### src/rtl/cpu_pkg.sv
// ----------------------------------------------------------------------------
// cpu_pkg
// Shared constants and types for the CPU memory path: MMU geometry, decoder
// opcodes, address/segment types and the write-port state encodings.
// No ports (package).
// ----------------------------------------------------------------------------
package cpu_pkg;

    // MMU / memory geometry
    localparam int unsigned PAGE_SIZE = 151;    // bytes per page/segment
    localparam int unsigned RAM_SIZE  = 65534;  // highest valid physical byte address
    localparam int unsigned MAX_WALK  = 455;    // chain steps before giving up
    localparam int unsigned STEP_W    = $clog2(MAX_WALK + 1);

    // Decoder opcodes
    localparam logic [3:0] OPCODE_NOP     = 4'h0;
    localparam logic [3:0] OPCODE_LOADI   = 4'h1;
    localparam logic [3:0] OPCODE_RAM2REG = 4'h2;
    localparam logic [3:0] OPCODE_REG2RAM = 4'h3;

    typedef logic [11:0] seg_t;    // physical segment / chain table index
    typedef logic [15:0] laddr_t;  // logical byte address
    typedef logic [15:0] paddr_t;  // physical byte address
    typedef logic [7:0]  off_t;    // byte offset within a page

    // Write-port sequencer states
    typedef enum logic [2:0] {
        WP_IDLE  = 3'd0,
        WP_XLATE = 3'd1,
        WP_WALK  = 3'd2,
        WP_WRITE = 3'd3,
        WP_DONE  = 3'd4,
        WP_FAULT = 3'd5
    } wp_state_t;

    // MMU chain walker states
    typedef enum logic [1:0] {
        WK_IDLE = 2'd0,
        WK_HEAD = 2'd1,
        WK_CMP  = 2'd2
    } wk_state_t;

    // Physical address in 24 bits so an out-of-range segment cannot wrap
    // back into valid RAM before the range check.
    function automatic logic [23:0] phys_of(input seg_t seg, input off_t off);
        return 24'(seg) * 24'(PAGE_SIZE) + 24'(off);
    endfunction

endpackage

### src/rtl/mmu_walker.sv
// ----------------------------------------------------------------------------
// mmu_walker
// Translates a logical page to a physical segment by following the MMU page
// chain, starting at the process's segment for logical page 0.
//   clk, rst       clock, asynchronous active-high reset
//   start          one-cycle request (walker must be idle)
//   lpage          logical page to find
//   start_segment  segment of logical page 0 (head of the chain)
//   tbl_addr       chain table index presented to the table
//   tbl_next       chain entry at tbl_addr, valid one cycle later
//   tbl_lpage      logical page at tbl_addr, valid one cycle later
//   seg            translated segment, valid while hit is high
//   hit            one-cycle pulse: translation found
//   miss           one-cycle pulse: chain end or step limit reached
// ----------------------------------------------------------------------------
module mmu_walker
    import cpu_pkg::*;
(
    input  logic        clk,
    input  logic        rst,
    input  logic        start,
    input  logic [11:0] lpage,
    input  logic [11:0] start_segment,
    output logic [11:0] tbl_addr,
    input  logic [11:0] tbl_next,
    input  logic [11:0] tbl_lpage,
    output logic [11:0] seg,
    output logic        hit,
    output logic        miss
);

    wk_state_t          r_state;
    logic               r_phase;     // 0: table read in flight, 1: data valid
    seg_t               r_lpage;
    seg_t               r_cur_seg;
    seg_t               r_tbl_addr;
    logic [STEP_W-1:0]  r_steps;

    logic w_zero_page;
    logic w_eval;
    logic w_match;
    logic w_chain_end;
    logic w_limit;

    // Page 0 never touches the table: it is the start segment by definition.
    assign w_zero_page = (lpage == '0);
    assign w_eval      = (r_state == WK_CMP) && r_phase;
    assign w_match     = (tbl_lpage == r_lpage);
    // A segment pointing at itself terminates the chain.
    assign w_chain_end = (tbl_next == r_cur_seg);
    assign w_limit     = (r_steps == STEP_W'(MAX_WALK));

    assign hit  = ((r_state == WK_IDLE) && start && w_zero_page) || (w_eval && w_match);
    assign miss = w_eval && !w_match && (w_chain_end || w_limit);
    assign seg  = ((r_state == WK_IDLE) && w_zero_page) ? start_segment : r_cur_seg;

    assign tbl_addr = r_tbl_addr;

    // NOTE: state registers use non-blocking assignments so every register
    // samples pre-edge values regardless of statement order.
    always_ff @(posedge clk or posedge rst) begin
        if (rst) begin
            r_state    <= WK_IDLE;
            r_phase    <= 1'b0;
            r_lpage    <= '0;
            r_cur_seg  <= '0;
            r_tbl_addr <= '0;
            r_steps    <= '0;
        end else begin
            case (r_state)
                WK_IDLE: begin
                    if (start && !w_zero_page) begin
                        r_state    <= WK_HEAD;
                        r_phase    <= 1'b0;
                        r_lpage    <= lpage;
                        r_tbl_addr <= start_segment;
                        r_steps    <= '0;
                    end
                end
                WK_HEAD: begin
                    // Skip the head entry itself: it holds page 0.
                    r_phase <= ~r_phase;
                    if (r_phase) begin
                        r_cur_seg  <= tbl_next;
                        r_tbl_addr <= tbl_next;
                        r_state    <= WK_CMP;
                    end
                end
                WK_CMP: begin
                    r_phase <= ~r_phase;
                    if (r_phase) begin
                        if (hit || miss) begin
                            r_state <= WK_IDLE;
                        end else begin
                            r_cur_seg  <= tbl_next;
                            r_tbl_addr <= tbl_next;
                            r_steps    <= r_steps + STEP_W'(1);
                        end
                    end
                end
                default: r_state <= WK_IDLE;
            endcase
        end
    end

endmodule

### src/rtl/ram_write_port.sv
// ----------------------------------------------------------------------------
// ram_write_port
// Store path for REG2RAM: splits a 16-bit write into two big-endian byte
// writes (high byte at addr, low byte at addr+1), translates each byte
// address through the MMU chain and drives BRAM port A.
//   clk, rst        clock, asynchronous active-high reset
//   req_valid/ready request handshake (ready only when idle)
//   req_addr        logical address of the high byte
//   req_data        [15:8] -> req_addr, [7:0] -> req_addr+1
//   start_segment   segment of logical page 0, sampled at accept
//   tbl_addr/next/lpage  MMU chain table port (1-cycle read latency)
//   ram_en/we/addr/din   BRAM port A
//   done            one-cycle pulse: both bytes written
//   fault           one-cycle pulse: translation failed, request aborted
// ----------------------------------------------------------------------------
module ram_write_port
    import cpu_pkg::*;
(
    input  logic        clk,
    input  logic        rst,
    input  logic        req_valid,
    output logic        req_ready,
    input  logic [15:0] req_addr,
    input  logic [15:0] req_data,
    input  logic [11:0] start_segment,
    output logic [11:0] tbl_addr,
    input  logic [11:0] tbl_next,
    input  logic [11:0] tbl_lpage,
    output logic        ram_en,
    output logic        ram_we,
    output logic [15:0] ram_addr,
    output logic [7:0]  ram_din,
    output logic        done,
    output logic        fault
);

    wp_state_t r_state;
    logic      r_byte_lo;     // 0: high byte in flight, 1: low byte
    laddr_t    r_cur_addr;
    laddr_t    r_req_addr;
    logic [15:0] r_req_data;
    seg_t      r_start_seg;
    seg_t      r_seg;

    wp_state_t   w_state_nx;
    logic        w_start;
    seg_t        w_lpage;
    off_t        w_off;
    logic [11:0] w_seg;
    logic        w_hit;
    logic        w_miss;
    logic [23:0] w_phys;
    logic        w_phys_bad;
    logic        w_wr;

    assign w_lpage = seg_t'(r_cur_addr / laddr_t'(PAGE_SIZE));
    assign w_off   = off_t'(r_cur_addr % laddr_t'(PAGE_SIZE));
    assign w_start = (r_state == WP_XLATE);

    mmu_walker u_walker (
        .clk           (clk),
        .rst           (rst),
        .start         (w_start),
        .lpage         (w_lpage),
        .start_segment (r_start_seg),
        .tbl_addr      (tbl_addr),
        .tbl_next      (tbl_next),
        .tbl_lpage     (tbl_lpage),
        .seg           (w_seg),
        .hit           (w_hit),
        .miss          (w_miss)
    );

    assign w_phys     = phys_of(r_seg, w_off);
    assign w_phys_bad = (w_phys > 24'(RAM_SIZE));
    // Port A strobes are decoded from the state register so a reset removes
    // them without waiting for a clock edge.
    assign w_wr       = (r_state == WP_WRITE) && !w_phys_bad;

    assign req_ready = (r_state == WP_IDLE);
    assign ram_en    = w_wr;
    assign ram_we    = w_wr;
    assign ram_addr  = w_wr ? paddr_t'(w_phys) : '0;
    assign ram_din   = !w_wr    ? 8'h00 :
                       r_byte_lo ? r_req_data[7:0] : r_req_data[15:8];
    assign done      = (r_state == WP_DONE);
    assign fault     = (r_state == WP_FAULT);

    // NOTE: next-state is defaulted to the current state before the case so
    // no path through this block can infer a latch.
    always_comb begin
        w_state_nx = r_state;
        case (r_state)
            WP_IDLE:  if (req_valid) w_state_nx = WP_XLATE;
            WP_XLATE: w_state_nx = w_hit ? WP_WRITE : WP_WALK;
            WP_WALK: begin
                if (w_hit)       w_state_nx = WP_WRITE;
                else if (w_miss) w_state_nx = WP_FAULT;
            end
            WP_WRITE: begin
                if (w_phys_bad)     w_state_nx = WP_FAULT;
                else if (r_byte_lo) w_state_nx = WP_DONE;
                else                w_state_nx = WP_XLATE;
            end
            WP_DONE:  w_state_nx = WP_IDLE;
            WP_FAULT: w_state_nx = WP_IDLE;
            default:  w_state_nx = WP_IDLE;
        endcase
    end

    always_ff @(posedge clk or posedge rst) begin
        if (rst) begin
            r_state     <= WP_IDLE;
            r_byte_lo   <= 1'b0;
            r_cur_addr  <= '0;
            r_req_addr  <= '0;
            r_req_data  <= '0;
            r_start_seg <= '0;
            r_seg       <= '0;
        end else begin
            r_state <= w_state_nx;
            if ((r_state == WP_IDLE) && req_valid) begin
                r_req_addr  <= req_addr;
                r_req_data  <= req_data;
                r_start_seg <= start_segment;
                r_cur_addr  <= req_addr;
                r_byte_lo   <= 1'b0;
            end
            if (((r_state == WP_XLATE) || (r_state == WP_WALK)) && w_hit) begin
                r_seg <= w_seg;
            end
            // After the high byte lands, retarget at addr+1 (wraps at 16 bits).
            if (w_wr && !r_byte_lo) begin
                r_byte_lo  <= 1'b1;
                r_cur_addr <= r_req_addr + 16'd1;
            end
        end
    end

endmodule

### config.mk
export PLATFORM = sky130hd
export DESIGN_NAME = ram_write_port
export DESIGN_NICKNAME = d
export VERILOG_FILES = /design/src/rtl/cpu_pkg.sv /design/src/rtl/mmu_walker.sv /design/src/rtl/ram_write_port.sv
export SDC_FILE = /design/constraint.sdc
export NUM_CORES = 1
export LEC_CHECK = 0
export BUFFER_PORTS_ARGS = -buffer_cell sky130_fd_sc_hd__buf_2
export CORE_MARGIN = 2
export CORE_UTILIZATION = 52
export DETAILED_ROUTE_END_ITERATION = 8
export HOLD_SLACK_MARGIN = 0.1
export PLACE_DENSITY_LB_ADDON = 0.15
export REMOVE_ABC_BUFFERS = 1
export SLEW_MARGIN = 20
export SYNTH_ARGS = -nofsm -noshare
export SYNTH_HDL_FRONTEND = slang
export SYNTH_HIERARCHICAL = 1
export SYNTH_SLANG_ARGS = --single-unit
export TNS_END_PERCENT = 5
### constraint.sdc
create_clock -name clk -period 35.4 [get_ports clk]
set_input_delay 3.54 -clock clk [delete_from_list [all_inputs] [get_ports clk]]
set_output_delay 3.54 -clock clk [all_outputs]
set_load 0.01 [all_outputs]
==> results of run 1 <==
routing by layer:
| layer | track usage | up-vias |
|---|---|---|
| li1 | - | 4843 |
| met1 | 0.344 | 4750 |
| met2 | 0.409 | 261 |
| met3 | 0.0352 | 29 |
| met4 | 0.0542 | 0 |
| met5 | 0 | - |
worst min path at each step:
stage | from | to | slack (ps) | cells after the start
global placement | r_req_data[7] | r_req_data[7] | 460 | 2
detailed placement | r_req_data[5] | r_req_data[5] | 460 | 2
global route | r_req_data[10] | r_req_data[10] | 510 | 2
floorplan | r_req_data[10] | r_req_data[10] | 440 | 2
finish | r_req_data[15] | r_req_data[15] | 470 | 2
CTS | r_req_data[15] | r_req_data[15] | 480 | 2
cells in the mapped netlist (all sizes together), types with 9 or more instances:
cell / n
nand4: 17
nor3: 24
o21bai: 10
and2: 22
dfrtp: 124
xor2: 19
mux2i: 18
fa: 34
o21ai: 47
xnor2: 57
or3: 14
inv: 81
ha: 67
a21oi: 58
nand3: 35
nand2: 215
mux2: 77
o211ai: 19
a31oi: 26
nor2: 69
a211oi: 15
buf: 23
or2: 11
clkbuf: 45
o31ai: 14
nor4: 11
nand2b: 9
a21o: 11
and3: 21
critical path: cells and delay by family (launching register included):
family          cells  cell delay [ps]
compound gates     29             7150
simple gates       10             2770
fa+ha+maj           6             2390
buf+inv             6             1090
xor+xnor            2              920
mux                 2              850
flops               1              780
layout make-up:
type | instances | share of cell area
timing repair buffer | 116 | 0.0458
sequential | 124 | 0.240
clock inverter | 15 | 0.0136
inverter | 81 | 0.0238
multi-input combinational | 1050 | 0.617
clock buffer | 17 | 0.0329
tap | 280 | 0.0271
kinds of logic after synthesis:
| logic type | count (synthesis) | share of synthesized area |
|---|---|---|
| other cells | 1 | 0.000322 |
| fa+ha+maj | 103 | 0.132 |
| mux | 95 | 0.0922 |
| xor+xnor | 76 | 0.0613 |
| flops | 124 | 0.266 |
| buf+inv | 149 | 0.0529 |
| compound gates | 290 | 0.188 |
| simple gates | 480 | 0.207 |
cells in the final DEF (no fill, tap or decap), types with 6 or more instances in the layout:
cell / instances
nand2_1: 214
dfrtp_1: 124
buf_2: 111
inv_1: 77
nor2_1: 68
ha_1: 67
mux2_2: 63
a21oi_1: 54
xnor2_1: 54
o21ai_0: 40
fa_1: 34
nand3_1: 33
a31oi_1: 24
nor3_1: 18
and3_1: 18
o211ai_1: 18
and2_1: 18
nand4_1: 17
clkbuf_16: 17
xor2_1: 16
mux2i_1: 16
or3_1: 13
a211oi_1: 13
a21o_1: 11
mux2_1: 11
o21bai_1: 10
o31ai_1: 10
nand2b_1: 9
nor4_1: 7
nor2b_1: 7
o22ai_1: 7
or2_2: 6
conb_1: 6
stage by stage:
stage                     hold WS [ps]  instance area, um2
final                              474               12900
after global routing               506               12900
after CTS                          480               12900
after detailed placement           463               12300
after global placement             457               12300
after floorplan                    445               11400
sequential cells by signal (all words and copies together), names as in the netlist:
name,count
u_walker/r_lpage,12
u_walker/r_phase,1
u_walker/r_steps,9
r_start_seg,12
u_walker/r_cur_seg,12
r_seg,12
u_walker/tbl_addr,12
r_cur_addr,16
r_req_data,16
u_walker/r_state,2
r_state,3
r_byte_lo,1
r_req_addr,16
==> impl_metrics.tcl, run 1 <==
set metrics [dict create \
    grt_pass1_wl_um 48500 \
    grt_antenna_before_repair 0 \
    grt_pass1_vias 9690 \
    die_w_um 154 \
    relSlewSlack 0.271 \
    clock_skew_ps 17.6 \
    synth.avg_cell_area_um2 8.85 \
    clk_latency_ps 420 \
    drt_iter0_drc 673 \
    num_vias 9883 \
    clk_path_buf_depth 2 \
    path_class "flip-flop to output pin" \
    min_path_type "flip-flop to flip-flop" \
    startpoint "r_cur_addr[13]" \
    min_period_ps 19900 \
    cts_max_level 4 \
    rsz0062_at_grt "no" \
    regArea_um2 3100 \
    track_usage 0.246 \
    rrSetupSlack_ps 18650 \
    start_util 0.533 \
    slowest_stage "dfrtp_1" \
    ys_warn_count 6 \
    ys_top_cells_by_area "dfrtp_1 27%, ha_1 7.2%, nand2_1 6.9%" \
    worstSetupStartpointType "flip-flop" \
    dpl_worst_slack_ps 15920 \
    dp_hpwl_um 21400 \
    wl_met3_um 1330 \
    dp.cells 1651 \
    grt_max_degree 77 \
    final-hold-violation-count 0 \
    die_area_um2 23600 \
    cp.required_ps 31860 \
    cts-root-buf "clkbuf_16" \
    rows 54 \
    synth_cell_types 117 \
    final_nets 1562 \
    max_freq_mhz 50.3 \
    wl_per_cell_um 16.9 \
    final_util 0.591 \
    slowest_delay_ps 780 \
    coreArea_um2 21900 \
    synth-async-reset-ratio 1.00 \
    worst_pin_slew_ps 1090 \
    vias_per_cell 5.87 \
    syn_inst 1318 \
    crit_path_end_kind "output pin" \
    cts.clk_slew.worst_paths_ps 60 \
    gp_routability_congestion 0.910 \
    fillers 2008 \
    route.top_layer_used "met4" \
    drt-total-wl_um 28400 \
    ant_nets 0 \
    setup_viol 0 \
    r2r_cells 56 \
    cp-endpoint "ram_addr[3]" \
    synth-seq-cells 124 \
    postCtsHoldBufs 0 \
    reg2reg_from "r_cur_addr[13]" \
    final_max_slew_viol_count 0 \
    multiInputGateArea_um2 7980 \
    globalRouteOverflowTotal 0 \
    crit_arrival_ps 16360 \
    clock-sinks 124 \
    synth_top_area_cell "dfrtp_1" \
    area_growth_pct 11.0 \
    post-route-drc-count 0 \
    diodes 0 \
    synth_area_um2 11700 \
    portBuffers 111 \
    final_layout_size_suffix_gt1_frac 0.206 \
    status "completed" \
    setup_slack_ps 15500 \
    yosys.area.top_type_share 0.266 \
    ys_seq_area_frac 0.266 \
    synth-main-ff-cell "dfrtp_1" \
    finalSetupTns_ps 0 \
    critical_path.most_common_cell "a21oi_1" \
    synth_edf_count 0 \
    io_pins 112 \
    cts_tree "built" \
    drt-met1-wl_um 13500 \
    ctsResizeCount 0 \
    routed-wl-met2_um 13200 \
    fin_crit_sh 0.562 \
    post_cts_buffers 0 \
    cts_made_buffers 17 \
    firstDrtPassIters 5 \
    crit_path_max_fanout 23 \
    rr_endpoint "r_cur_addr[15]" \
    layoutNonFillerInstCount 1683 \
    die_h_um 154 \
    drv_cap 0 \
]
Power of run 1 is left out: the tool's default activity adds up to more than one toggle a clock period on the data nets, which glitch-free logic cannot reach.
==> run 2, diff against run 1 <==
clock period = 19.3 ns   (was 35.4 ns; I/O delays follow)
==> run 2 against run 1 <==
  * Die area unchanged
  * Non-clock buffer count up 3
  * Via count up 0.29%
  * Clock skew down 5.9 ps
  * Worst hold slack worse by 1.9 ps
  * Flip-flop and latch count unchanged
  * Routed wire length down 0.15%
  * Clock-buffer cell count unchanged
  * Critical path type unchanged
  * Cell area up 0.48%
  * Cell count up 0.18%
==> impl_metrics.tcl, run 2 (synthesized netlist as in run 1, its figures left out) <==
set metrics [dict create \
    whs_ps 472 \
    dpl_worst_slack_ps 1410 \
    mostFrequentLayoutCell "nand2_1" \
    clk_latency_ps 420 \
    critical_path.most_common_cell "a21oi_1" \
    wl_per_cell_um 16.8 \
    clock_skew_ps 11.7 \
    dp_hpwl_um 21300 \
    start_util 0.533 \
    mostFrequentLayoutCells "214 x nand2_1, 124 x dfrtp_1, 111 x buf_2, 76 x inv_1, 68 x nor2_1" \
    worstSetupStartpointType "flip-flop" \
    cts-root-buf "clkbuf_16" \
    slowest_stage "dfrtp_1" \
    diodes 0 \
    cp.required_ps 17370 \
    fin_crit_sh 0.908 \
    final_nets 1565 \
    setup_slack_ps 1780 \
    grt_pass1_wl_um 48700 \
    post-route-drc-count 0 \
    final_area_um2 13000 \
    max_freq_mhz 57.1 \
    status "completed" \
    coreArea_um2 21900 \
    die_h_um 154 \
    track_usage 0.247 \
    ant_nets 0 \
    vias_per_cell 5.88 \
    crit_path_end_kind "output pin" \
    worst_pin_slew_ps 1070 \
    rows 54 \
    io_pins 112 \
    cts_made_buffers 17 \
    crit_arrival_ps 15590 \
    rsz0062_at_grt "no" \
    postPlaceCellArea_um2 12300 \
    top_regs "r_cur_addr (16), r_req_addr (16), r_req_data (16)" \
    min_period_ps 17520 \
    num_vias 9912 \
    relSlewSlack 0.286 \
    min_path_type "flip-flop to flip-flop" \
    clk_path_buf_depth 2 \
    drv_cap 0 \
    final_max_slew_viol_count 0 \
    final_layout_size_suffix_gt1_frac 0.211 \
    die_w_um 154 \
    firstDrtPassIters 5 \
    final-hold-violation-count 0 \
    cts.clk_slew.worst_paths_ps 70 \
    setup_viol 0 \
    gp_routability_congestion 0.910 \
    finalSetupTns_ps 0 \
    fillers 1955 \
    grt_max_degree 77 \
    cts_max_level 4 \
    globalRouteOverflowTotal 0 \
    portBuffers 111 \
    area_growth_pct 11.5 \
    grt_antenna_before_repair 0 \
    path_class "flip-flop to output pin" \
    grt_pass1_vias 9737 \
    slowest_delay_ps 830 \
    drt_iter0_drc 672 \
    die_area_um2 23600 \
    clock-sinks 124 \
    cts_tree "built" \
    crit_path_max_fanout 23 \
    drt-total-wl_um 28400 \
]
==> run 2: repair_timing <==
item / CTS / global route
setup buffers: 0 / 3
resized for setup: 0 / 4
hold buffers: 0 / 0
endpoints found under the setup margin: 0 / 22
==> run 2: area by class of cell <==
type | count | area [um2] | share of cell area
inverters | 81 | 312 | 0.0240
flip-flops and latches | 124 | 3100 | 0.239
well taps | 280 | 350 | 0.0270
repair buffers | 119 | 616 | 0.0474
clock inverters | 15 | 195 | 0.0150
clock buffers | 17 | 425 | 0.0327
multi-input cells | 1050 | 8000 | 0.615
==> run 2: path summary, 6_finish.rpt <==
path                                start               endpoint  slack (ps)  depth (start not counted)
hold reg to reg            r_req_data[15]         r_req_data[15]         470                          2
hold / removal             r_req_data[15]         r_req_data[15]         470                          2
max in group asynchronous             rst         r_start_seg[7]       16810                          3
setup / recovery           r_cur_addr[13]            ram_addr[4]        1780                         56
min in group asynchronous             rst  u_walker/r_cur_seg[7]        1700                          3
setup reg to reg           r_cur_addr[13]         r_cur_addr[15]        3340                         57
==> run 2: per-stage QoR <==
stage / util / instances
floorplan: - / 1255
global placement: 0.563 / 1651
detailed placement: 0.563 / 1651
CTS: 0.591 / 1683
global route: 0.594 / 1686
finish: 0.594 / 1686
==> run 2: worst max-delay path, delay by kind of cell (launching register included) <==
| family | cells | cell delay [ps] |
|---|---|---|
| AOI/OAI and AO/OA | 29 | 7120 |
| and+or+nand+nor | 11 | 2880 |
| adders and majority gates | 6 | 2390 |
| buffers and inverters | 7 | 860 |
| muxes | 2 | 840 |
| DFF | 1 | 830 |
| xor gates and xnor gates | 1 | 210 |
==> run 2: metal layers <==
layer / share of wire / track usage
met5: 0 / 0
met3: 0.046 / 0.0400
met1: 0.48 / 0.347
met2: 0.47 / 0.402
met4: 0.012 / 0.0555
Power of run 2 is left out for the same reason.
